File: src/rtl/tlc_pkg.sv
// Shared types and default timing for the intersection scheduler.
// Lamp codes, phase encoding and duration helpers live here so the bench sees the same encoding.
package tlc_pkg;

  typedef enum logic [1:0] {
    LAMP_RED    = 2'd0,
    LAMP_GREEN  = 2'd1,
    LAMP_YELLOW = 2'd2
  } lamp_t;

  typedef enum logic [2:0] {
    NS_GREEN  = 3'd0,
    NS_YELLOW = 3'd1,
    ALL_RED_A = 3'd2,
    WALK      = 3'd3,
    EW_GREEN  = 3'd4,
    EW_YELLOW = 3'd5,
    ALL_RED_B = 3'd6
  } phase_t;

  localparam int DEF_MIN_GREEN    = 8;
  localparam int DEF_YELLOW_CYC   = 3;
  localparam int DEF_ALL_RED_CYC  = 2;
  localparam int DEF_EW_GREEN_CYC = 6;
  localparam int DEF_WALK_CYC     = 5;

  localparam int TIMER_W = 16;

  // Last timer value of a phase lasting dur cycles; zero-length phases become one cycle.
  function automatic logic [TIMER_W-1:0] dur_limit(input int dur);
    logic [TIMER_W-1:0] lim;
    if (dur < 1) lim = '0;
    else         lim = TIMER_W'(dur - 1);
    return lim;
  endfunction

endpackage

File: src/rtl/phase_timer.sv
// Per-phase cycle counter: cleared on a phase change, counts up, and stops at sat_at.
// expired is high while the count sits at (or past) the saturation value.
module phase_timer
  import tlc_pkg::*;
#(
  parameter int W = TIMER_W
) (
  input  logic         clk,
  input  logic         rst,
  input  logic         clear,
  input  logic [W-1:0] sat_at,
  output logic [W-1:0] count,
  output logic         expired
);

  always_ff @(posedge clk or posedge rst) begin
    if (rst) begin
      count <= '0;
    end else if (clear) begin
      count <= '0;
    end else if (count < sat_at) begin
      count <= count + 1'b1;
    end
  end

  assign expired = (count >= sat_at);

endmodule

File: src/rtl/intersection_scheduler.sv
// Main-street-priority traffic controller with an east-west side street and a pedestrian walk phase.
// All lamp outputs are decoded from the registered phase; the timer counts cycles within a phase.
module intersection_scheduler
  import tlc_pkg::*;
#(
  parameter int MIN_GREEN    = DEF_MIN_GREEN,
  parameter int YELLOW_CYC   = DEF_YELLOW_CYC,
  parameter int ALL_RED_CYC  = DEF_ALL_RED_CYC,
  parameter int EW_GREEN_CYC = DEF_EW_GREEN_CYC,
  parameter int WALK_CYC     = DEF_WALK_CYC
) (
  input  logic       clk,
  input  logic       reset,
  input  logic       car_ew,
  input  logic       ped_req,
  output logic [1:0] ns_light,
  output logic [1:0] ew_light,
  output logic       walk,
  output logic       ped_ack,
  output logic [2:0] phase
);

  localparam logic [TIMER_W-1:0] LIM_MIN_GREEN = dur_limit(MIN_GREEN);
  localparam logic [TIMER_W-1:0] LIM_YELLOW    = dur_limit(YELLOW_CYC);
  localparam logic [TIMER_W-1:0] LIM_ALL_RED   = dur_limit(ALL_RED_CYC);
  localparam logic [TIMER_W-1:0] LIM_EW_GREEN  = dur_limit(EW_GREEN_CYC);
  localparam logic [TIMER_W-1:0] LIM_WALK      = dur_limit(WALK_CYC);

  phase_t               cur_phase;
  phase_t               nxt_phase;
  logic                 ew_pend;
  logic                 ped_pend;
  logic                 phase_change;
  logic                 enter_ew;
  logic                 enter_walk;
  logic [TIMER_W-1:0]   sat_at;
  logic [TIMER_W-1:0]   count;
  logic                 expired;

  phase_timer #(.W(TIMER_W)) u_timer (
    .clk     (clk),
    .rst     (reset),
    .clear   (phase_change),
    .sat_at  (sat_at),
    .count   (count),
    .expired (expired)
  );

  // In NS_GREEN the saturation value doubles as the minimum-green point.
  always_comb begin
    sat_at = LIM_ALL_RED;
    case (cur_phase)
      NS_GREEN:            sat_at = LIM_MIN_GREEN;
      NS_YELLOW,
      EW_YELLOW:           sat_at = LIM_YELLOW;
      ALL_RED_A,
      ALL_RED_B:           sat_at = LIM_ALL_RED;
      WALK:                sat_at = LIM_WALK;
      EW_GREEN:            sat_at = LIM_EW_GREEN;
      default:             sat_at = LIM_ALL_RED;
    endcase
  end

  always_comb begin
    nxt_phase = cur_phase;
    case (cur_phase)
      NS_GREEN:  if (expired && (ew_pend || ped_pend)) nxt_phase = NS_YELLOW;
      NS_YELLOW: if (expired) nxt_phase = ALL_RED_A;
      ALL_RED_A: if (expired) nxt_phase = ped_pend ? WALK : EW_GREEN;
      WALK:      if (expired) nxt_phase = ew_pend ? EW_GREEN : NS_GREEN;
      EW_GREEN:  if (expired) nxt_phase = EW_YELLOW;
      EW_YELLOW: if (expired) nxt_phase = ALL_RED_B;
      ALL_RED_B: if (expired) nxt_phase = NS_GREEN;
      default:   nxt_phase = ALL_RED_B;
    endcase
  end

  assign phase_change = (nxt_phase != cur_phase);
  assign enter_ew     = (nxt_phase == EW_GREEN) && (cur_phase != EW_GREEN);
  assign enter_walk   = (nxt_phase == WALK) && (cur_phase != WALK);

  // A request arriving on the entry edge is absorbed by the service it is about to get.
  always_ff @(posedge clk or posedge reset) begin
    if (reset) begin
      cur_phase <= ALL_RED_B;
      ew_pend   <= 1'b0;
      ped_pend  <= 1'b0;
    end else begin
      cur_phase <= nxt_phase;
      ew_pend   <= enter_ew   ? 1'b0 : (ew_pend  | car_ew);
      ped_pend  <= enter_walk ? 1'b0 : (ped_pend | ped_req);
    end
  end

  always_comb begin
    ns_light = LAMP_RED;
    ew_light = LAMP_RED;
    walk     = 1'b0;
    case (cur_phase)
      NS_GREEN:  ns_light = LAMP_GREEN;
      NS_YELLOW: ns_light = LAMP_YELLOW;
      EW_GREEN:  ew_light = LAMP_GREEN;
      EW_YELLOW: ew_light = LAMP_YELLOW;
      WALK:      walk     = 1'b1;
      default:   ;
    endcase
  end

  assign ped_ack = (cur_phase == WALK) && (count == '0);
  assign phase   = cur_phase;

endmodule

File: config.mk
export PLATFORM = sky130hd
export DESIGN_NAME = intersection_scheduler
export DESIGN_NICKNAME = d
export VERILOG_FILES = /design/src/rtl/tlc_pkg.sv /design/src/rtl/phase_timer.sv /design/src/rtl/intersection_scheduler.sv
export SDC_FILE = /design/constraint.sdc
export NUM_CORES = 1
export LEC_CHECK = 0
export ABC_AREA = 1
export CORE_MARGIN = 5
export CORE_UTILIZATION = 47
export CTS_BUF_LIST = sky130_fd_sc_hd__clkbuf_8
export CTS_CLUSTER_DIAMETER = 40
export DETAILED_ROUTE_END_ITERATION = 12
export PLACE_DENSITY_LB_ADDON = 0.12
export SYNTH_ARGS = -nofsm -noshare
export SYNTH_HDL_FRONTEND = slang
export SYNTH_SLANG_ARGS = --single-unit
export TNS_END_PERCENT = 30
File: constraint.sdc
create_clock -name clk -period 2.2 [get_ports clk]
set_input_delay 0.44 -clock clk [delete_from_list [all_inputs] [get_ports clk]]
set_output_delay 0.44 -clock clk [all_outputs]
set_load 0.02 [all_outputs]
# Word level (Yosys, flattened, before mapping)
# Index checks and enable logic that the tools add are counted.
# Widths: inputs -> output; s select.
# totals
inputBits	4
word_cells	47
regBits	21
out_inout_bits	9
# op_classes
order_cmp	2
n_eq_ne	11
bitwise	2
reduce_logical	9
mux	18
add_sub_neg	1
# op_table
cell	count
$mux 16	2
$mux 3	9
$pmux 3 s7	1
$add 16x1->16 const B	1
$ge 16x3->1	1
$logic_not 16->1	1
$lt 16x3->1	1
$eq 3x3->1 const B	4
$pmux 3 s4	1
$eq 3x2->1 const B	3
$pmux 2 s2	2
$logic_and 1x1->1	4
$eq 3x1->1 const B	1
$logic_not 3->1	1
$mux 1	3
$ne 3x2->1 const B	1
$ne 3x3->1	1
$ne 3x3->1 const B	1
$or 1x1->1	2
$reduce_bool 2->1	1
$reduce_or 2->1	1
$logic_or 1x1->1	1

# Longest topological paths before layout
# Gate-level depths: netlist (run 1).
# logic_depth
depth_word	10
depth_mapped	17
depth_no_buf	16

# By module
# From an unflattened synthesis (run 1), not the netlist that was laid out.
# unflattened
cells_unflattened	324
hier_area_um2	2133.3
# modules_own_cells
mod	area_each_um2	cells_each	seq_area_each_um2	instances
phase_timer	1647.8	252	400.4	1
intersection_scheduler	485.5	72	127.6	1

# Worst setup path before layout (run 1)
# OpenSTA, ideal clock, no wires.
# synth_path
path_type	flip-flop to flip-flop
from	register cur_phase[1] (netlist: phase[1])
to	register u_timer.count[3]
period_less_slack_ns	2.669
setup_time_ns	0.126
stages_incl_launch_ff	15
n_path_buf	1
required_time_ns	2.074
path_slack_ns	-0.469
arrival_ns	2.543
cell_sequence	dfstp_2 nand2_1 nor2_1 nor2_1 ha_1 or2_4 nor2_4 nand4_4 nand3_2 nand2_2 clkinv_2 nand3_1 nand3_4 buf_12 nor2_4
# synth_between
elab_chain_cells	9
elab_cells_between_ends	23
classes_between	order compare: 2; eq/ne: 7; mux: 10; reduce/logical: 4
# synth_lines
item	line	rtl
start: declaration	intersection_scheduler.sv:29	phase_t cur_phase;
start signal: assignment	intersection_scheduler.sv:89	cur_phase <= nxt_phase;
$eq 3x3->1 or $eq 3x1->1 (tied branches)	intersection_scheduler.sv:52, intersection_scheduler.sv:66	
$reduce_or 2->1	intersection_scheduler.sv:52	case (cur_phase)
$pmux 3 s4	intersection_scheduler.sv:52	
$ge 16x3->1	phase_timer.sv:26	assign expired = (count >= sat_at);
$logic_and 1x1->1	intersection_scheduler.sv:67	NS_GREEN: if (expired && (ew_pend || ped_pend)) nxt_phase = NS_YELLOW;
$mux 3	intersection_scheduler.sv:67	
$pmux 3 s7	intersection_scheduler.sv:66	case (cur_phase)
$ne 3x3->1	intersection_scheduler.sv:78	assign phase_change = (nxt_phase != cur_phase);
$mux 16 or $reduce_bool 2->1 (tied branches)	-	
end signal: assignment	phase_timer.sv:22	count <= count + 1'b1;
end: declaration	phase_timer.sv:12	output logic [W-1:0] count,
# Parallel ways exist; a longest one is shown, timed or not.
# A chain may end at the register's enable or synchronous reset.

# Worst setup path in the final report (run 1)
# layout_path
from	register cur_phase[1] (netlist: phase[1])
to	register u_timer.count[1]
# Same word-level chain as after synthesis.

==> summary.md, run 1 <==
| Metric | Value |
|---|---|
| Die Y | just over 60 um |
| Worst slew pin tran | between 0.3 and 0.4 ns |
| Worst min path class | in -> async |
| Synth area leader | dfrtp_1 |
| Syn_nets | roughly 150 |
| H-tree depth | 1 |
| CP required | about 2.4 ns |
| Reg clk slew, reported paths | 0.08 ns |
| Area Overhead vs Synth | 36.39% |
| Reg2reg setup slack | -0.10 ns |
| Layout fillers | 204 |
| Vias/cell | approximately 4.7 |
| Slew Limit Fails | 0 |
| Crit path to | u_timer.count[1] |
| F_max | between 400 and 500 MHz |
| Hold Vio Cnt, Final | 0 |
| Synth top area cells | dfrtp_1 (38%), nor2_4 (11%), inv_1 (7.3%) |
| Total CTS buffers | 3 |
| Layout cells sized above 1 | between 40 and 50% |
| Synth unique cells | 28 |
| Pin count of the biggest net entering global routing | 22 |
| #FFs+latches synth | 21 |
| CP Data Arrival Time | about 2.5 ns |
| Initial drt markers | 48 |
| Mapped Avg Cell Area | approximately 9.1 sq um |
| RSZ-0062 raised after global routing | true |
| Placed Cells | a little under 200 |
| Routed wire length | about 2.4 mm |
| DR vias | about 950 |
| Fin Hold WS | approximately 0.5 ns |
| Clk buf depth | 2 |
| Non-filler cells, final | roughly 200 |
| Final ANT Viol Nets | 0 |
| Status | finished with violations |
| Peak supply drop | around 0.0013 V |
| Crit end category | register |
| Power Density | ~1700 mW/mm^2 |
| Period utilisation layout | 104.6% |
| Initial antenna violation count | 0 |
| Final setup fails | 17 |
| GRT overflow | 0 |
| Peak per-stage delay on the critical path | ~0.56 ns |
| Fin worst setup slack | -0.1009 ns |
| DR pass1 iterations | 2 |
| GPL Wtd Cong | roughly 0.83 |
| TritonCTS clock tree | built |
| Clk sinks | 21 |
| Die area | 0.003769 sq mm |
| Final #Nets | approximately 180 |
| Placed Area | between 0.0015 and 0.002 sq mm |
| Post-Syn Area | 0.001241 sq mm |
| Fin util | 67.72% |
| Worst path slowest cell | dfstp_2 |
| R2r worst-path depth | 14 |
| Power, Total | just under 3 mW |
| Worst R2R End | u_timer.count[1] |
| Total GRT Usage | roughly 15% |
| Cells after synthesis | between 100 and 150 |
| Design area | roughly 0.0017 sq mm |
| First-pass GRT wire length | roughly 4.2 mm |
| LEAKAGE | 0.7883 nW |
| PortBufs | 12 |
| Die Wd | between 60 and 70 um |
| Clock latency on the worst-skew pair | approximately 0.26 ns |
| Crit Path Max Fanout | 8 |
| Hpwl dp | 1.840 mm |
| Failing checks | negative setup slack |
| Fin Setup TNS | -1.493 ns |
| Sequential share of the synthesized area | 42.54% |
| Row count | 18 |
| Wirelength per Cell | 12.01 um |
| Worst-path cell chain | nand2_2, nor2_4, nor2_2, ha_2, or2_4, nor2_4, nand4_4, nand3_4, nand2_4, clkinv_4, nand3_2, nand3_4, buf_12, nor2_2 |
| Inserted Diodes | 0 |
| Core area | roughly 0.0025 sq mm |
| Max Cap Viol | 0 |
| CP Launch Type | register |
| Crit path kind | reg -> reg |
| Vias in the first global route | between 900 and 1,000 |
| Drt drc | 0 |
| Rel. slew slack | 77.78% |
| Clock Skews | 0.003418 ns |
| Yosys warns | 0 |
| CTS Root Buffer Type | clkbuf_8 |
| Initial core utilization | between 40% and 50% |
| R2r startpoint | phase[1] |
| Post-synth top area share | between 30% and 40% |
| Crit. Startpoint | phase[1] |
| Hold Buf Count CTS | 0 |
| Tmin final | approximately 2.3 ns |
| # IOs | 13 |
| Pre-CTS setup slack | -0.1381 ns |
==> report_power, final <==
part / internal, mW / switching (mW)
combinational: 0.943 / 1.19
sequential: 0.466 / 0.0660
clock: 0.128 / 0.131
total: 1.54 / 1.39
==> per-layer routing <==
metal	up-vias	global-route usage [%]	share of wire (%)
met3	2	2.516	1.6
li1	489	-	-
met4	0	4.545	0.70
met1	456	19.21	44
met5	-	0	0
met2	5	25.98	53
==> synth_stat cells <==
| cell | number |
|---|---|
| inv_1 | 24 |
| inv_2 | 1 |
| xor2_1 | 2 |
| nor2_4 | 12 |
| dfrtp_1 | 19 |
| nand2_4 | 1 |
| nand3_2 | 2 |
| or2_2 | 1 |
| buf_6 | 1 |
| a21oi_1 | 1 |
| nand4_4 | 1 |
| a21boi_2 | 1 |
| dfstp_2 | 2 |
| or2_4 | 1 |
| clkinv_1 | 1 |
| nand3_4 | 1 |
| and3_1 | 1 |
| nor2_1 | 22 |
| nor4_1 | 1 |
| buf_12 | 1 |
| nand3_1 | 8 |
| a41oi_1 | 1 |
| nand2_2 | 5 |
| o21ai_0 | 4 |
| nand2_1 | 16 |
| ha_1 | 5 |
| clkinv_2 | 1 |
| nand3b_1 | 1 |
==> worst min path at each step <==
stage / startpoint / to / slack [ns]
after detailed placement: u_timer.count[14] / u_timer.count[14] / 0.49
after CTS: u_timer.count[14] / u_timer.count[14] / 0.50
after global routing: reset / u_timer.count[5] / 0.51
after global placement: u_timer.count[15] / u_timer.count[15] / 0.48
final: reset / u_timer.count[4] / 0.50
after floorplan: reset / ew_pend / 0.42
==> state kept, by name, summed over array words and instances (netlist names) <==
register,cells
ped_pend,1
ew_pend,1
u_timer.count,16
phase,3
==> cells by family after synthesis <==
logic type / Yosys count / synth area share [%]
fa+ha+maj: 5 / 5.040
flops: 21 / 42.54
compound gates: 7 / 3.629
buf+inv: 29 / 10.79
simple gates: 73 / 36.59
xor+xnor: 2 / 1.412
==> final cells by class <==
| class | instances | area (sq um) | area share [%] |
|---|---|---|---|
| Clock buffer | 3 | 41.29 | 2.439 |
| Clock inverter | 1 | 7.507 | 0.4435 |
| Inverter | 27 | 107.6 | 6.356 |
| Multi-Input combinational cell | 87 | 671.9 | 39.69 |
| Sequential cell | 21 | 529.3 | 31.26 |
| Tap cell | 30 | 37.54 | 2.217 |
| Timing Repair Buffer | 33 | 297.8 | 17.59 |
==> cells in the final DEF, fill, tap and decap left out, drive strengths merged <==
master,instances
or2,2
a21boi,1
nor4,1
clkinv,2
clkinvlp,1
clkdlybuf4s50,8
o21ai,4
buf,21
nand3,11
dfstp,2
nand3b,1
clkbuf,4
nor2,34
nand2,22
a21oi,1
xor2,2
a41oi,1
nand4,1
dfrtp,19
and3,1
dlymetal6s2s,1
inv,25
ha,5
dlygate4sd2,2
==> worst max-delay path: cells and delay by family, from the launching register on <==
kind                     cells  cell delay, ns
AND/OR/NAND/NOR             11            1.24
flip-flops                   1            0.56
adder cells (fa/ha/maj)      1            0.17
buffers and inverters        2            0.21
==> repair_timing <==
action                                  in CTS  in global routing
gates resized for setup                     10                 19
setup buffers                                3                  2
pin swaps                                    6                  6
endpoints found under the setup margin      18                 22
(Power assumes the default switching activity.)
==> inputs of run 2 (changes only) <==
- CAP_MARGIN: not set -> 20
- PLACE_DENSITY_LB_ADDON: 0.12 -> 0.08
==> summary.md, run 2 (synthesis results as in run 1) <==
| Metric | Value |
|---|---|
| Status | finished with violations |
| Failing checks | negative setup slack |
| Clock latency on the worst-skew pair | 0.25 ns (about the same) |
| Largest register FFs | 16 (unchanged) |
| Largest Register | u_timer.count |
| Wirelength per Cell | 12.44 um (+3.6%) |
| Vias/cell | 4.725 (+0.25%) |
| Initial core utilization | 49.65% (unchanged) |
| Final ANT Viol Nets | 0 (unchanged) |
| First-pass GRT wire length | 4.312 mm (+3.3%) |
| CP Launch Type | register |
| Die Y | 61.39 um (unchanged) |
| WHS Endpoint | u_timer.count[12] |
| Crit path kind | reg -> reg |
| Fin util | 72.17% (+4.5 points) |
| Die area | 0.003769 sq mm (unchanged) |
| Tmin final | 2.336 ns (+0.03473 ns) |
| Total CTS buffers | 3 (unchanged) |
| Hold_sp | u_timer.count[12] |
| Area Overhead vs Synth | 45.36% |
| Die Wd | 61.39 um (unchanged) |
| Fin worst setup slack | -0.1356 ns (-0.03473 ns) |
| Row count | 18 (unchanged) |
| DR vias | 978 (+2.7%) |
| Core area | 0.002500 sq mm (unchanged) |
| Crit. Startpoint | phase[1] |
| Worst R2R End | u_timer.count[4] |
| Clk buf depth | 2 (unchanged) |
| Hold Vio Cnt, Final | 0 (unchanged) |
| # IOs | 13 (unchanged) |
| Fin Hold WS | 0.5020 ns (-0.002887 ns) |
| Drt drc | 0 (unchanged) |
| Slew Limit Fails | 0 (unchanged) |
| Reg clk slew, reported paths | 0.08 ns (about the same) |
| Reg2reg setup slack | -0.14 ns (-0.03 ns) |
| Inserted Diodes | 0 (unchanged) |
| Crit end category | register |
| Hpwl dp | 1.850 mm (+0.58%) |
| CP required | 2.39 ns (+0.04 ns) |
| Layout cells sized above 1 | 49.72% (+5.0 points) |
| Pin count of the biggest net entering global routing | 22 (unchanged) |
| GRT overflow | 0 (unchanged) |
| CP Data Arrival Time | 2.53 ns (+0.08 ns) |
| Non-filler cells, final | 207 (+2.5%) |
| GPL Wtd Cong | 0.8151 (-1.6%) |
| Rel. slew slack | 77.65% (-0.13 points) |
| Max Cap Viol | 0 (unchanged) |
| Clock Skews | 0.005488 ns (+0.002070 ns) |
| R2r worst-path depth | 15 (+1) |
| Worst min path class | reg -> reg |
| Hold Path Depth | 2 |
| R2r startpoint | phase[1] |
| Crit Path Max Fanout | 7 (-1) |
| PortBufs | 12 (unchanged) |
| Total GRT Usage | 15.34% (+0.33 points) |
| Placed Cells | 199 (+3.1%) |
| Final #Nets | 187 (+2.7%) |
| H-tree depth | 1 (unchanged) |
| Area of the multi-input gates | 730.7 sq um (+8.8%) |
| CTS Root Buffer Type | clkbuf_8 |
| Vias in the first global route | 1,007 (+3.8%) |
| Sequential Area | 528.0 sq um (-0.24%) |
| Clk sinks | 21 (unchanged) |
| Initial antenna violation count | 0 (unchanged) |
| Design area | 0.001804 sq mm (+6.6%) |
| Layout fillers | 192 (-5.9%) |
| F_max | 428.2 MHz (-1.5%) |
| Final setup fails | 16 (-1) |
| Placed Area | 0.001590 sq mm (+2.9%) |
| TritonCTS clock tree | built |
| Routed wire length | 2.576 mm (+6.1%) |
| Initial drt markers | 27 (-44%) |
| Period utilisation layout | 106.2% (+1.6 points) |
| Worst slew pin tran | 0.3318 ns (+0.002823 ns) |
| Commonest cells after routing, fill and taps aside | inv_1 (21), buf_4 (21), dfrtp_1 (19) |
| RSZ-0062 raised after global routing | true |
| DR pass1 iterations | 4 (+2) |
==> run 2: critical path, stage by stage (launching register included) <==
cell and delay (ns):
dfstp_2 0.56, nand2_2 0.08, nor2_4 0.10, nor2_2 0.05, ha_4 0.15, or2_4 0.23, nor2_4 0.11, nand4_4 0.21
nand3_4 0.19, nand2_4 0.07, clkinv_4 0.06, nand2_4 0.06, nand2_4 0.06, nand3_4 0.10, buf_4 0.18, nor2_4 0.06
==> run 2: cell type report <==
cell class                 count  area share [%]
inverter                      27           6.103
tap                           30           2.080
clock buffer                   3           2.288
sequential                    21           29.26
clock inverter                 1          0.2774
timing repair buffer          38           19.49
multi-input combinational     87           40.50
==> run 2: repair_timing <==
| action | CTS | global route |
|---|---|---|
| resized for setup | 17 | 29 |
| pin swaps | 8 | 8 |
| setup endpoints to repair | 20 | 22 |
| hold buffers | 0 | 0 |
| buffers inserted | 3 | 1 |
==> run 2: how the worst max path moves through the flow <==
stage / endpoint
after global routing: u_timer.count[10]
after CTS: u_timer.count[1]
after detailed placement: u_timer.count[15]
after global placement: u_timer.count[15]
final: u_timer.count[4]
after floorplan: u_timer.count[3]
==> run 2: routing by layer <==
layer / global-route usage (%) / part of all wire [%] / up-vias
li1: - / - / 499
met1: 20.21 / 43 / 465
met2: 25.38 / 52 / 10
met3: 3.354 / 2.7 / 4
met4: 4.545 / 1.6 / 0
met5: 0 / 0 / -
==> run 2: through the flow <==
step	setup WS, ns	TNS, ns
global route	-0.2727	-4.313
floorplan	-0.2576	-3.011
global placement	-0.04604	-0.4571
finish	-0.1356	-2.006
detailed placement	-0.1009	-1.390
CTS	-0.09332	-1.253
Power of run 2 is not shown: default switching activity piles up to over one toggle a cycle in this logic, so the estimate is an artifact.
==> inputs of run 3 (changes only) <==
- CORE_UTILIZATION: 47 -> 52
==> summary.md, run 3 (synthesis results as in run 1) <==
| Metric | Value |
|---|---|
| Period utilisation layout | 110.3% (+4.2 points) |
| Fin util | 75.19% (+3.0 points) |
| Row count | 17 (-1) |
| TritonCTS clock tree | built |
| Initial antenna violation count | 0 (unchanged) |
| Hold Buf Count CTS | 0 (unchanged) |
| Hold Vio Cnt, Final | 0 (unchanged) |
| CP Data Arrival Time | 2.58 ns (+0.05 ns) |
| Die Y | 58.86 um (-4.1%) |
| First-pass GRT wire length | 4.761 mm (+10%) |
| Top cell family by delay on the critical path | simple AND/OR/NAND/NOR gates |
| Status | finished with violations |
| CP Launch Type | register |
| Largest register FFs | 16 (unchanged) |
| H-tree depth | 1 (unchanged) |
| DR pass1 iterations | 4 (unchanged) |
| Fin Hold WS | 0.4935 ns (-0.008529 ns) |
| Die area | 0.003464 sq mm (-8.1%) |
| F_max | 412.0 MHz (-3.8%) |
| RSZ-0062 raised after global routing | true |
| Worst-path cell chain | nand2_4, nor2_4, nor2_2, ha_2, or2_4, nor2_4, nand4_4, a21boi_2, nand2_2, nand2_4, nand2_4, nand3_4, buf_12, nor2_4 |
| Clk buf depth | 2 (unchanged) |
| Slew Limit Fails | 0 (unchanged) |
| Clock Skews | 0.008978 ns (+0.003490 ns) |
| Reg clk slew, reported paths | 0.09 ns (about the same) |
| Wirelength per Cell | 13.94 um (+12%) |
| Peak per-stage delay on the critical path | 0.60 ns (+0.04 ns) |
| Clock latency on the worst-skew pair | 0.27 ns (+0.02 ns) |
| Failing checks | negative setup slack |
| Die Wd | 58.86 um (-4.1%) |
| CP required | 2.35 ns (-0.04 ns) |
| Core area | 0.002255 sq mm (-9.8%) |
| Hpwl dp | 1.855 mm (+0.23%) |
| Initial drt markers | 16 (-41%) |
| Worst path slowest cell | dfstp_2 |
| Crit end category | register |
| # IOs | 13 (unchanged) |
| Vias in the first global route | 1,022 (+1.5%) |
| Inserted Diodes | 0 (unchanged) |
| Largest Register | u_timer.count |
| Final #Nets | 182 (-2.7%) |
| Vias/cell | 5.065 (+7.2%) |
| Fin worst setup slack | -0.2273 ns (-0.09165 ns) |
| GPL Wtd Cong | 0.8687 (+6.6%) |
| Tmin final | 2.427 ns (+0.09165 ns) |
| Area Overhead vs Synth | 36.59% |
| Clk sinks | 21 (unchanged) |
| Power Density | 1732 mW/mm^2 |
| DR vias | 1,013 (+3.6%) |
| PortBufs | 12 (unchanged) |
| Initial core utilization | 55.05% (+5.4 points) |
| Rel. slew slack | 81.03% (+3.4 points) |
| Peak supply drop | between 0.0015 and 0.002 V |
| Final ANT Viol Nets | 0 (unchanged) |
| Crit Path Max Fanout | 8 (+1) |
| Routed wire length | 2.788 mm (+8.2%) |
| Pin count of the biggest net entering global routing | 22 (unchanged) |
| Max Cap Viol | 0 (unchanged) |
| Fin Setup TNS | -3.396 ns (-1.390 ns) |
| Power, Total | 2.937 mW |
| LEAKAGE | between 0.8 and 0.9 nW |
| GRT overflow | 0 (unchanged) |
| Total GRT Usage | 17.98% (+2.6 points) |
| Drt drc | 0 (unchanged) |
| Crit path kind | reg -> reg |
| CTS Root Buffer Type | clkbuf_8 |
| Worst min path class | in -> async |
| Commonest cells after routing, fill and taps aside | inv_1 (22), dfrtp_1 (19), buf_4 (18) |
| Layout cells sized above 1 | 44.19% (-5.5 points) |
| Layout fillers | 156 (-19%) |
| Total CTS buffers | 3 (unchanged) |
| WP buf/inv | 1 (-1) |
| Commonest non-fill, non-tap cell in the layout | inv_1 |
| Final setup fails | 16 (unchanged) |
| Worst slew pin tran | 0.2809 ns (-0.05095 ns) |
==> run 3: timing repair <==
action,in CTS,in global routing
pin swaps,9,8
setup endpoints to repair,19,19
buffers inserted,3,3
resized for setup,21,11
==> run 3: layout make-up <==
type	instances	area, sq um	area share [%]
Timing Repair Buffer	33	301.5	17.79
Clock inverter	1	7.507	0.4428
Inverter	27	107.6	6.347
Multi-Input combinational cell	87	674.4	39.78
Clock buffer	3	41.29	2.435
Sequential cell	21	528.0	31.14
Tap cell	28	35.03	2.066
==> run 3: metal layers <==
layer	routed length, um	part of all wire, %	up-vias	track usage [%]
li1	-	-	489	-
met1	1220	44	492	21.67
met2	1423	51	24	31.39
met3	100	3.6	8	3.728
met4	42	1.5	0	6.472
met5	0	0	-	0
==> run 3: worst paths after layout <==
path                                        start                 to  slack (ns)  depth (start not counted)
worst max-delay path                     phase[1]   u_timer.count[2]       -0.23                         14
max in group asynchronous                   reset           phase[2]        1.43                          3
worst min register to register  u_timer.count[15]  u_timer.count[15]        0.51                          2
min in group clk                u_timer.count[15]  u_timer.count[15]        0.51                          2
worst min-delay path                        reset  u_timer.count[15]        0.49                          3
worst max register to register           phase[1]   u_timer.count[2]       -0.23                         14
==> run 3: where the power goes <==
| part | switching, mW | total [mW] | internal, mW | leakage (nW) |
|---|---|---|---|---|
| Combinational | 1.22 | 2.13 | 0.910 | 0.515 |
| Sequential | 0.0719 | 0.537 | 0.465 | 0.275 |
| Clock | 0.143 | 0.271 | 0.128 | 0.0217 |
| Total | 1.43 | 2.94 | 1.50 | 0.812 |
==> run 3: through the flow <==
| step | instance area [sq um] | setup WS, ns | cells |
|---|---|---|---|
| global route | 1695 | -0.3233 | 200 |
| floorplan | 1274 | -0.2576 | 137 |
| detailed placement | 1535 | -0.1875 | 190 |
| finish | 1695 | -0.2273 | 200 |
| global placement | 1535 | -0.1358 | 190 |
| CTS | 1649 | -0.1494 | 197 |
==> run 3: tightest hold or removal path, stage by stage <==
cell             delay, ns
clkdlybuf4s50_1       0.39
inv_1                 0.05
buf_4                 0.27
